**src/rtl/tdsp_write_demux_if.sv**
```systemverilog
// Write-side bus of the TDSP write demultiplexer: the TDSP write port, the scratch
// memory write port and the data sample memory request/acknowledge port.
interface tdsp_write_demux_if #(
    parameter int DW = 16,
    parameter int AW = 8
);
    logic          t_write;
    logic          t_ds_sel;
    logic [AW-1:0] t_addr;
    logic [DW-1:0] t_wdata;
    logic          t_stall;

    logic          mem_write;
    logic [AW-1:0] mem_addr;
    logic [DW-1:0] mem_wdata;

    logic          ds_req;
    logic [AW-1:0] ds_addr;
    logic [DW-1:0] ds_wdata;
    logic          ds_ack;
    logic          ds_err;

    logic          wr_idle;

    // master: TDSP plus both memories (the environment); slave: the demux itself
    modport master (
        output t_write, t_ds_sel, t_addr, t_wdata, ds_ack,
        input  t_stall, mem_write, mem_addr, mem_wdata,
        input  ds_req, ds_addr, ds_wdata, ds_err, wr_idle
    );

    modport slave (
        input  t_write, t_ds_sel, t_addr, t_wdata, ds_ack,
        output t_stall, mem_write, mem_addr, mem_wdata,
        output ds_req, ds_addr, ds_wdata, ds_err, wr_idle
    );
endinterface

```
**src/rtl/tdsp_write_demux.sv**
```systemverilog
// Buffers TDSP writes in a 2-entry FIFO and drains them in order to either the scratch
// memory (single-cycle write) or the data sample memory (req/ack with timeout).
module tdsp_write_demux #(
    parameter int DW     = 16,
    parameter int AW     = 8,
    parameter int TO_CYC = 16
) (
    input logic               clk,
    input logic               reset,
    tdsp_write_demux_if.slave bus
);

    typedef enum logic [1:0] {
        IDLE   = 2'd0,
        SCR_WR = 2'd1,
        DS_REQ = 2'd2
    } state_t;

    typedef struct packed {
        logic          sel;
        logic [AW-1:0] addr;
        logic [DW-1:0] data;
    } entry_t;

    localparam int            CW      = (TO_CYC > 2) ? $clog2(TO_CYC) : 1;
    localparam logic [CW-1:0] TO_LAST = CW'(TO_CYC - 1);

    state_t        state, state_nx;
    entry_t        fifo [2];
    entry_t        head;
    logic          wr_ptr, rd_ptr;
    logic [1:0]    count;
    logic          full, push, pop, timeout;
    logic [CW-1:0] to_cnt;
    logic          ds_err_q;
    logic [AW-1:0] mem_addr_q, ds_addr_q;
    logic [DW-1:0] mem_wdata_q, ds_wdata_q;

    // Stall comes from the registered count only, so a same-cycle pop never frees a slot.
    assign full    = (count == 2'd2);
    assign push    = bus.t_write && !full;
    assign pop     = (state == IDLE) && (count != 2'd0);
    assign head    = fifo[rd_ptr];
    assign timeout = (state == DS_REQ) && (to_cnt == TO_LAST) && !bus.ds_ack;

    // NOTE: storage is only ever read after being written, so it needs no reset and
    // stays a plain register array without a reset net fanning out to every bit.
    always_ff @(posedge clk) begin
        if (push) fifo[wr_ptr] <= {bus.t_ds_sel, bus.t_addr, bus.t_wdata};
    end

    // NOTE: sequential state uses non-blocking assignments so every register samples
    // the pre-edge values regardless of statement order.
    always_ff @(posedge clk or posedge reset) begin
        if (reset) begin
            wr_ptr <= 1'b0;
            rd_ptr <= 1'b0;
            count  <= 2'd0;
        end else begin
            if (push) wr_ptr <= ~wr_ptr;
            if (pop)  rd_ptr <= ~rd_ptr;
            case ({push, pop})
                2'b10:   count <= count + 2'd1;
                2'b01:   count <= count - 2'd1;
                default: count <= count;
            endcase
        end
    end

    always_ff @(posedge clk or posedge reset) begin
        if (reset) state <= IDLE;
        else       state <= state_nx;
    end

    // NOTE: the default assignment up front keeps this block free of inferred latches.
    always_comb begin
        state_nx = state;
        case (state)
            IDLE:    if (pop) state_nx = head.sel ? DS_REQ : SCR_WR;
            SCR_WR:  state_nx = IDLE;
            DS_REQ:  if (bus.ds_ack || timeout) state_nx = IDLE;
            default: state_nx = IDLE;
        endcase
    end

    // The timeout counter sits at zero outside DS_REQ, which clears it on entry.
    always_ff @(posedge clk or posedge reset) begin
        if (reset) begin
            to_cnt      <= '0;
            ds_err_q    <= 1'b0;
            mem_addr_q  <= '0;
            mem_wdata_q <= '0;
            ds_addr_q   <= '0;
            ds_wdata_q  <= '0;
        end else begin
            to_cnt   <= (state == DS_REQ) ? to_cnt + CW'(1) : '0;
            ds_err_q <= timeout;
            if (pop && !head.sel) begin
                mem_addr_q  <= head.addr;
                mem_wdata_q <= head.data;
            end
            if (pop && head.sel) begin
                ds_addr_q  <= head.addr;
                ds_wdata_q <= head.data;
            end
        end
    end

    assign bus.t_stall   = full;
    assign bus.mem_write = (state == SCR_WR);
    assign bus.mem_addr  = mem_addr_q;
    assign bus.mem_wdata = mem_wdata_q;
    assign bus.ds_req    = (state == DS_REQ);
    assign bus.ds_addr   = ds_addr_q;
    assign bus.ds_wdata  = ds_wdata_q;
    assign bus.ds_err    = ds_err_q;
    assign bus.wr_idle   = (state == IDLE) && (count == 2'd0);

endmodule
```
**src/flat_wrapper.sv**
```systemverilog
// flat-port wrapper written by rule: the top's interface ports become plain ports
module tdsp_write_demux_flat 
#(
    parameter int DW     = 16,
    parameter int AW     = 8,
    parameter int TO_CYC = 16
)
  (clk, reset, bus_t_write, bus_t_ds_sel, bus_t_addr, bus_t_wdata, bus_ds_ack, bus_t_stall, bus_mem_write, bus_mem_addr, bus_mem_wdata, bus_ds_req, bus_ds_addr, bus_ds_wdata, bus_ds_err, bus_wr_idle);
  tdsp_write_demux_if #(.DW(DW), .AW(AW)) bus_i ();
  input logic clk;
  input logic reset;
  input wire logic [$bits(bus_i.t_write)-1:0] bus_t_write;
  input wire logic [$bits(bus_i.t_ds_sel)-1:0] bus_t_ds_sel;
  input wire logic [$bits(bus_i.t_addr)-1:0] bus_t_addr;
  input wire logic [$bits(bus_i.t_wdata)-1:0] bus_t_wdata;
  input wire logic [$bits(bus_i.ds_ack)-1:0] bus_ds_ack;
  output wire logic [$bits(bus_i.t_stall)-1:0] bus_t_stall;
  output wire logic [$bits(bus_i.mem_write)-1:0] bus_mem_write;
  output wire logic [$bits(bus_i.mem_addr)-1:0] bus_mem_addr;
  output wire logic [$bits(bus_i.mem_wdata)-1:0] bus_mem_wdata;
  output wire logic [$bits(bus_i.ds_req)-1:0] bus_ds_req;
  output wire logic [$bits(bus_i.ds_addr)-1:0] bus_ds_addr;
  output wire logic [$bits(bus_i.ds_wdata)-1:0] bus_ds_wdata;
  output wire logic [$bits(bus_i.ds_err)-1:0] bus_ds_err;
  output wire logic [$bits(bus_i.wr_idle)-1:0] bus_wr_idle;
  assign bus_i.t_write = bus_t_write;
  assign bus_i.t_ds_sel = bus_t_ds_sel;
  assign bus_i.t_addr = bus_t_addr;
  assign bus_i.t_wdata = bus_t_wdata;
  assign bus_i.ds_ack = bus_ds_ack;
  assign bus_t_stall = bus_i.t_stall;
  assign bus_mem_write = bus_i.mem_write;
  assign bus_mem_addr = bus_i.mem_addr;
  assign bus_mem_wdata = bus_i.mem_wdata;
  assign bus_ds_req = bus_i.ds_req;
  assign bus_ds_addr = bus_i.ds_addr;
  assign bus_ds_wdata = bus_i.ds_wdata;
  assign bus_ds_err = bus_i.ds_err;
  assign bus_wr_idle = bus_i.wr_idle;
  tdsp_write_demux #(.DW(DW), .AW(AW), .TO_CYC(TO_CYC)) u_core (.clk(clk), .reset(reset), .bus(bus_i));
endmodule
```
**config.mk**
```make
export PLATFORM = sky130hd
export DESIGN_NAME = tdsp_write_demux_flat
export DESIGN_NICKNAME = d
export VERILOG_FILES = /design/src/rtl/tdsp_write_demux_if.sv /design/src/rtl/tdsp_write_demux.sv /design/src/flat_wrapper.sv
export SDC_FILE = /design/constraint.sdc
export NUM_CORES = 1
export LEC_CHECK = 0
export ABC_CLOCK_PERIOD_IN_PS = 2640
export BUFFER_PORTS_ARGS = -buffer_cell sky130_fd_sc_hd__buf_2
export CAP_MARGIN = 0
export CORE_ASPECT_RATIO = 0.75
export CORE_MARGIN = 2
export CORE_UTILIZATION = 40
export CTS_CLUSTER_SIZE = 14
export DETAILED_ROUTE_END_ITERATION = 8
export GPL_ROUTABILITY_DRIVEN = 0
export GPL_TIMING_DRIVEN = 0
export PLACE_DENSITY_LB_ADDON = 0.1
export SETUP_SLACK_MARGIN = 0.5
export SLEW_MARGIN = 30
export SYNTH_ARGS = -nofsm -noshare
export SYNTH_HDL_FRONTEND = slang
export SYNTH_SLANG_ARGS = --single-unit
export TNS_END_PERCENT = 20
```
**constraint.sdc**
```tcl
create_clock -name clk -period 2.64 [get_ports clk]
set_clock_uncertainty 0.2 [all_clocks]
set_input_delay 0.528 -clock clk [delete_from_list [all_inputs] [get_ports clk]]
set_output_delay 0.528 -clock clk [all_outputs]
set_load 0.1 [all_outputs]
```
After elaboration in Yosys (flattened, before gate mapping):

Memory sizes are Yosys's and may differ from the RTL's.
Index checks and enable logic that the tools add are counted.

* memories kept: 1
* memory bits (writable): 50
* output and inout port bits: 53
* word-level logic and storage cells: 48
* bits of input ports: 29
* register bits after elaboration: 59

Memories
* u_core.fifo: depth 2, width 25, read ports 1, clocked after memory_dff 0, wr ports 1, line tdsp_write_demux.sv:29 `entry_t fifo [2];`

* equality and inequality tests: 8
* add/sub/neg operators: 3
* multiplexer cells: 8
* bitwise operators: 2
* reduce and logical (&&, ||, !) cells: 16

Operator list (number)
* $pmux W2 S2: 2
* $logic_and A1 B1 Y1: 7
* $eq A2 B2 Y1 const B: 3
* $mux W2: 3
* $add A4 B1 Y4 const B: 1
* $eq A2 B1 Y1 const B: 2
* $eq A4 B4 Y1 const B: 1
* $logic_not A2 Y1: 2
* $mux W4: 1
* $ne A2 B1 Y1 const B: 2
* $reduce_bool A2 Y1: 2
* $logic_not A1 Y1: 3
* $add A2 B1 Y2 const B: 1
* $mux W1: 2
* $not A1 Y1: 2
* $reduce_and A2 Y1: 1
* $sub A2 B1 Y2 const B: 1
* $logic_or A1 B1 Y1: 1

Longest topological paths before layout:

* depth in word-level cells: 6
* depth in mapped cells: 6
* depth with buffers taken out: 6

Least setup slack after synthesis:

Ideal clock, no wire load.

* path kind: register to output
* start: register u_core.count[1]
* end: output bus_wr_idle
* path slack: -1.433 ns
* data required time: 1.912 ns
* stages on the path, launching flop included: 2
* arrival: 3.345 ns
* cell sequence: dfrtp_1 -> nor4_1

* cells in the longest elaborated chain, start to end: 2

RTL lines
* start, declared: line tdsp_write_demux.sv:32 `logic [1:0] count;`
* start signal, assigned: line tdsp_write_demux.sv:63 `2'b10: count <= count + 2'd1;`
* start signal, assigned: line tdsp_write_demux.sv:64 `2'b01: count <= count - 2'd1;`
* start signal, assigned: line tdsp_write_demux.sv:65 `default: count <= count;`
* $logic_not A2 Y1: line tdsp_write_demux.sv:117 `assign bus.wr_idle = (state == IDLE) && (count == 2'd0);`
* $logic_and A1 B1 Y1: line tdsp_write_demux.sv:117
* end, declared: line flat_wrapper.sv:25 `output wire logic [$bits(bus_i.wr_idle)-1:0] bus_wr_idle;`

No other way between the ends.

Worst setup path in the final report:

* start: register u_core.rd_ptr
* end: register u_core.mem_addr_q[6], in the netlist u_core.bus.mem_addr[6]

* cells in the longest elaborated chain, start to end: 3

RTL lines
* start, declared: line tdsp_write_demux.sv:31 `logic wr_ptr, rd_ptr;`
* start signal, assigned: line tdsp_write_demux.sv:61 `if (pop) rd_ptr <= ~rd_ptr;`
* $mem_v2 Z2 W25 (*)
* $logic_not A1 Y1: line tdsp_write_demux.sv:98 `if (pop && !head.sel) begin`
* $logic_and A1 B1 Y1: line tdsp_write_demux.sv:98
* end signal, assigned: line tdsp_write_demux.sv:99 `mem_addr_q <= head.addr;`
* end, declared: line tdsp_write_demux.sv:36 `logic [AW-1:0] mem_addr_q, ds_addr_q;`

Mark *: on every way between the ends. The rest lies on a longest branch, timed or not.
A chain may end at the register's enable or synchronous reset.

==> results.txt <==
----------------------------------------------------
[STA]
  Portion of the clock cycle consumed by the worst path in the final layout ... 0.825
  Peak clock frequency supported by timing ... 459 MHz
  Worst relative slew slack ... 0.556
  Final setup vio count ... 0
  Unrepaired setup endpoints after global routing ... true
  Worst Max-Slew Pin Slew ... 0.665 ns
  Final worst path period need ... 2.18 ns
  Number of max-slew violations in the final report ... 0
  Final hold viol count ... 0

[Synth]
  Gate Count Post-Synth ... 224
  Number of synthesized flops with an enable pin ... 50
  Synthesized area ... ~0.0042 mm²
  Predominant post-synthesis flop cell ... dfrtp_1
  Yosys warning total ... 0
  Portion of the post-synthesis area used by sequential elements ... 0.713
  Cell taking the most area after synthesis ... edfxtp_1
  Synth Register Bits ... 109
  Async set-or-reset flop fraction in the synthesized netlist ... 0.541
  Ranking of synthesized cells by area ... edfxtp_1, dfrtp_1, mux2_2, mux2_4, buf_12
  Number of nets produced by synthesis ... 255
  Per-instance average area after synthesis ... ~19 µm²
  Share of the synthesized area in the top cell type ... 0.360
  Count of cell types in the netlist ... 25

[GRT]
  Wire length of the first global-routing pass ... ~12 mm
  Antenna violations before repair ... 0
  GRT Overall Usage ... 0.147
  Largest net degree at the start of global routing ... 37
  GR Overflow Total ... 0
  Number of global-route vias before repair ... 2,259

[Detailed routing]
  Via count normalized by instance count ... between 4 and 5
  Routed length per placed instance ... around 16 µm
  Highest metal used ... met4
  Sum of routed wire length over all layers ... about 7.6 mm
  Via count ... 2,172
  Total met3 wirelength after detailed routing ... 466 µm
  ANT nets after route ... 0
  Remaining design rule violation count ... 0
  First drt pass iteration count ... 4
  Met2 wire length ... 3.35 mm
  Starting DRT DRC Count ... 79
  Length of routed wiring on met1 ... 3.64 mm

[Final layout]
  Layout Cell Area excl Fill ... 0.00521 mm²
  Antenna fix cells ... 0
  Share of cells above drive strength 1 ... 0.576
  Number of nets in the layout ... approximately 360
  Fill cell count ... 892
  Relative area change from synthesis to final layout ... 24.8%

[Setup path]
  Cell mode on critical path ... buf_12
  Startpoint of the lowest-slack register-to-register path ... u_core.rd_ptr
  Data required, critical path ... 2.66 ns
  Maximum fanout count along the critical path ... 10
  Crit Reg-Reg Endpoint ... u_core.bus.mem_addr[6]
  Crit-path slowest cell ... or4b_4
  Worst reg2reg path depth ... 6
  Cells traversed along the worst timing path ... buf_6, mux2i_4, or4b_4, buf_12, buf_12, mux2_4
  Critical Path Sink Type ... flip-flop
  Crit path launch type ... flip-flop
  Delay contributed by the slowest stage of the critical path ... ~0.53 ns
  Crit path kind ... flip-flop to flip-flop
  Data arrival at the endpoint of the critical path ... 2.20 ns
  Register-to-register path setup slack ... 0.46 ns

[Clocking]
  Total clock buffers created by CTS ... 9
  Clock Latency Late Sink ... 0.34 ns
  Clock-pin slew on the worst setup and hold paths ... 0.07 ns
  Max Root-Sink Buffers ... 2
  H-tree levels ... 3
  Clock tree root driver cell ... clkbuf_16
  TritonCTS clock tree ... yes
  Clk sinks ... between 100 and 150

[Placement]
  Buffers added on ports ... 81
  DPL Wire Length ... slightly above 5 mm
  Cell area after placement ... 0.00483 mm²

[Hold path]
  Class of the tightest hold or removal check ... input port to flip-flop
  Launch instance of the worst min-delay path ... bus_ds_ack
  Worst Hold Depth ... 2
  Worst hold path endpoint ... u_core.bus.ds_err

[Floorplanning]
  Core Region ... just over 0.01 mm²
  Io pins ... 82
  Die extent in y ... 92.5 µm
  Floorplan row count ... 32
  Chip width ... 122 µm
  Effective utilization at floorplan ... 0.409
  Overall die area ... around 0.011 mm²

[Flow run]
  Max-cap check violation count ... 0

[Run status]
  Run status ... completed

----------------------------------------------------
[logic make-up (layout without fill, tap and decap cells)]
group                      Yosys count  after routing  share of synthesized area
adders and majority gates            2              2                    0.00599
buffers and inverters               12            118                     0.0240
muxes                               73             73                      0.214
xor gates and xnor gates             7              7                     0.0147
and+or+nand+nor                     20             20                     0.0264
DFF                                109            109                      0.713
AOI/OAI and AO/OA                    1              1                    0.00180
[critical path: cells and delay by family (launching register included)]
family | cells | cell delay, ns
buffers and inverters | 3 | 0.42
flip-flops | 1 | 0.34
multiplexers | 2 | 0.55
AND/OR/NAND/NOR | 1 | 0.53
[through the flow]
stage               instances  setup TNS [ns]  hold WS, ns  utilization  worst slack, ns
finish                    466               0        0.160        0.510            0.462
global route              466               0        0.144        0.510            0.414
CTS                       462               0        0.148        0.505            0.401
detailed placement        443               0        0.262        0.473            0.102
global placement          441          -28.02        0.252        0.467           -0.478
floorplan                 224               0        0.232            -            0.370
[flip-flops by register name, indices dropped and copies added, names as in the netlist]
signal,count
u_core.bus.mem_addr,8
u_core.count,2
u_core.state,2
u_core.bus.ds_addr,8
u_core.bus.ds_wdata,16
u_core.fifo,50
u_core.rd_ptr,1
u_core.bus.mem_wdata,16
u_core.wr_ptr,1
u_core.bus.ds_err,1
u_core.to_cnt,4
[metal layers]
metal  vias up  GRT usage
met5         -          0
met4         0     0.0460
met3         8     0.0610
met2        53      0.214
met1      1096      0.202
li1       1015          -
[worst max path at each step]
stage	startpoint	endpoint	slack, ns	cells after the start
finish	u_core.rd_ptr	u_core.bus.mem_addr[6]	0.46	6
global placement	reset	u_core.bus.ds_wdata[6]	-0.48	2
global route	u_core.rd_ptr	u_core.bus.mem_addr[6]	0.41	6
floorplan	u_core.state[1]	bus_wr_idle	0.37	1
CTS	u_core.state[0]	bus_ds_req	0.40	3
detailed placement	u_core.rd_ptr	u_core.bus.ds_wdata[2]	0.10	5
[placed cells by master, fill, tap and decap left out]
cell / Yosys / final
inv_1: 4 / 3
nor3_1: 2 / 2
nor4_4: 0 / 2
or4b_4: 0 / 1
inv_4: 0 / 1
dfrtp_2: 0 / 1
dfrtp_1: 59 / 58
mux2_2: 53 / 53
nand2_1: 1 / 1
xor2_1: 3 / 3
xnor2_1: 4 / 4
nor2_4: 0 / 1
nand2b_2: 0 / 1
and3_2: 0 / 1
clkbuf_4: 0 / 1
clkbuf_1: 2 / 5
edfxtp_1: 50 / 50
a21o_1: 1 / 1
clkbuf_16: 0 / 9
clkinv_2: 0 / 2
nand2b_1: 2 / 1
clkbuf_8: 0 / 2
ha_1: 2 / 2
buf_4: 2 / 9
and2_1: 1 / 1
buf_6: 2 / 3
buf_16: 0 / 1
nor2_1: 7 / 6
buf_2: 0 / 77
nand3_1: 2 / 2
buf_12: 2 / 4
mux2i_4: 0 / 1
nor2b_2: 0 / 1
mux2_4: 19 / 19
dlygate4sd3_1: 0 / 1
[area by class of cell]
type / instances / area (µm²) / area share
plain buffers: 8 / 93.8 / 0.0180
clock buffers: 14 / 264 / 0.0507
multi-input cells: 103 / 1150 / 0.221
repair buffers: 90 / 526 / 0.101
flip-flops and latches: 109 / 2980 / 0.572
well taps: 136 / 170 / 0.0327
inverters: 4 / 17.5 / 0.00336
clock inverters: 2 / 10.0 / 0.00192
[synthesized netlist by cell type, types with 3 or more instances]
cell type / instances
inv_1: 4
dfrtp_1: 59
edfxtp_1: 50
mux2_2: 53
xor2_1: 3
xnor2_1: 4
nor2_1: 7
mux2_4: 19
[what timing repair did]
action / CTS / global route
endpoints found under the hold margin: 23 / 0
resized for setup: 7 / 7
hold buffers: 1 / 0
endpoints found under the setup margin: 48 / 25
pin swaps: 1 / 0
setup buffers: 2 / 4
Power is not shown: default switching activity piles up to over one toggle a cycle in this logic, so the estimate is an artifact.
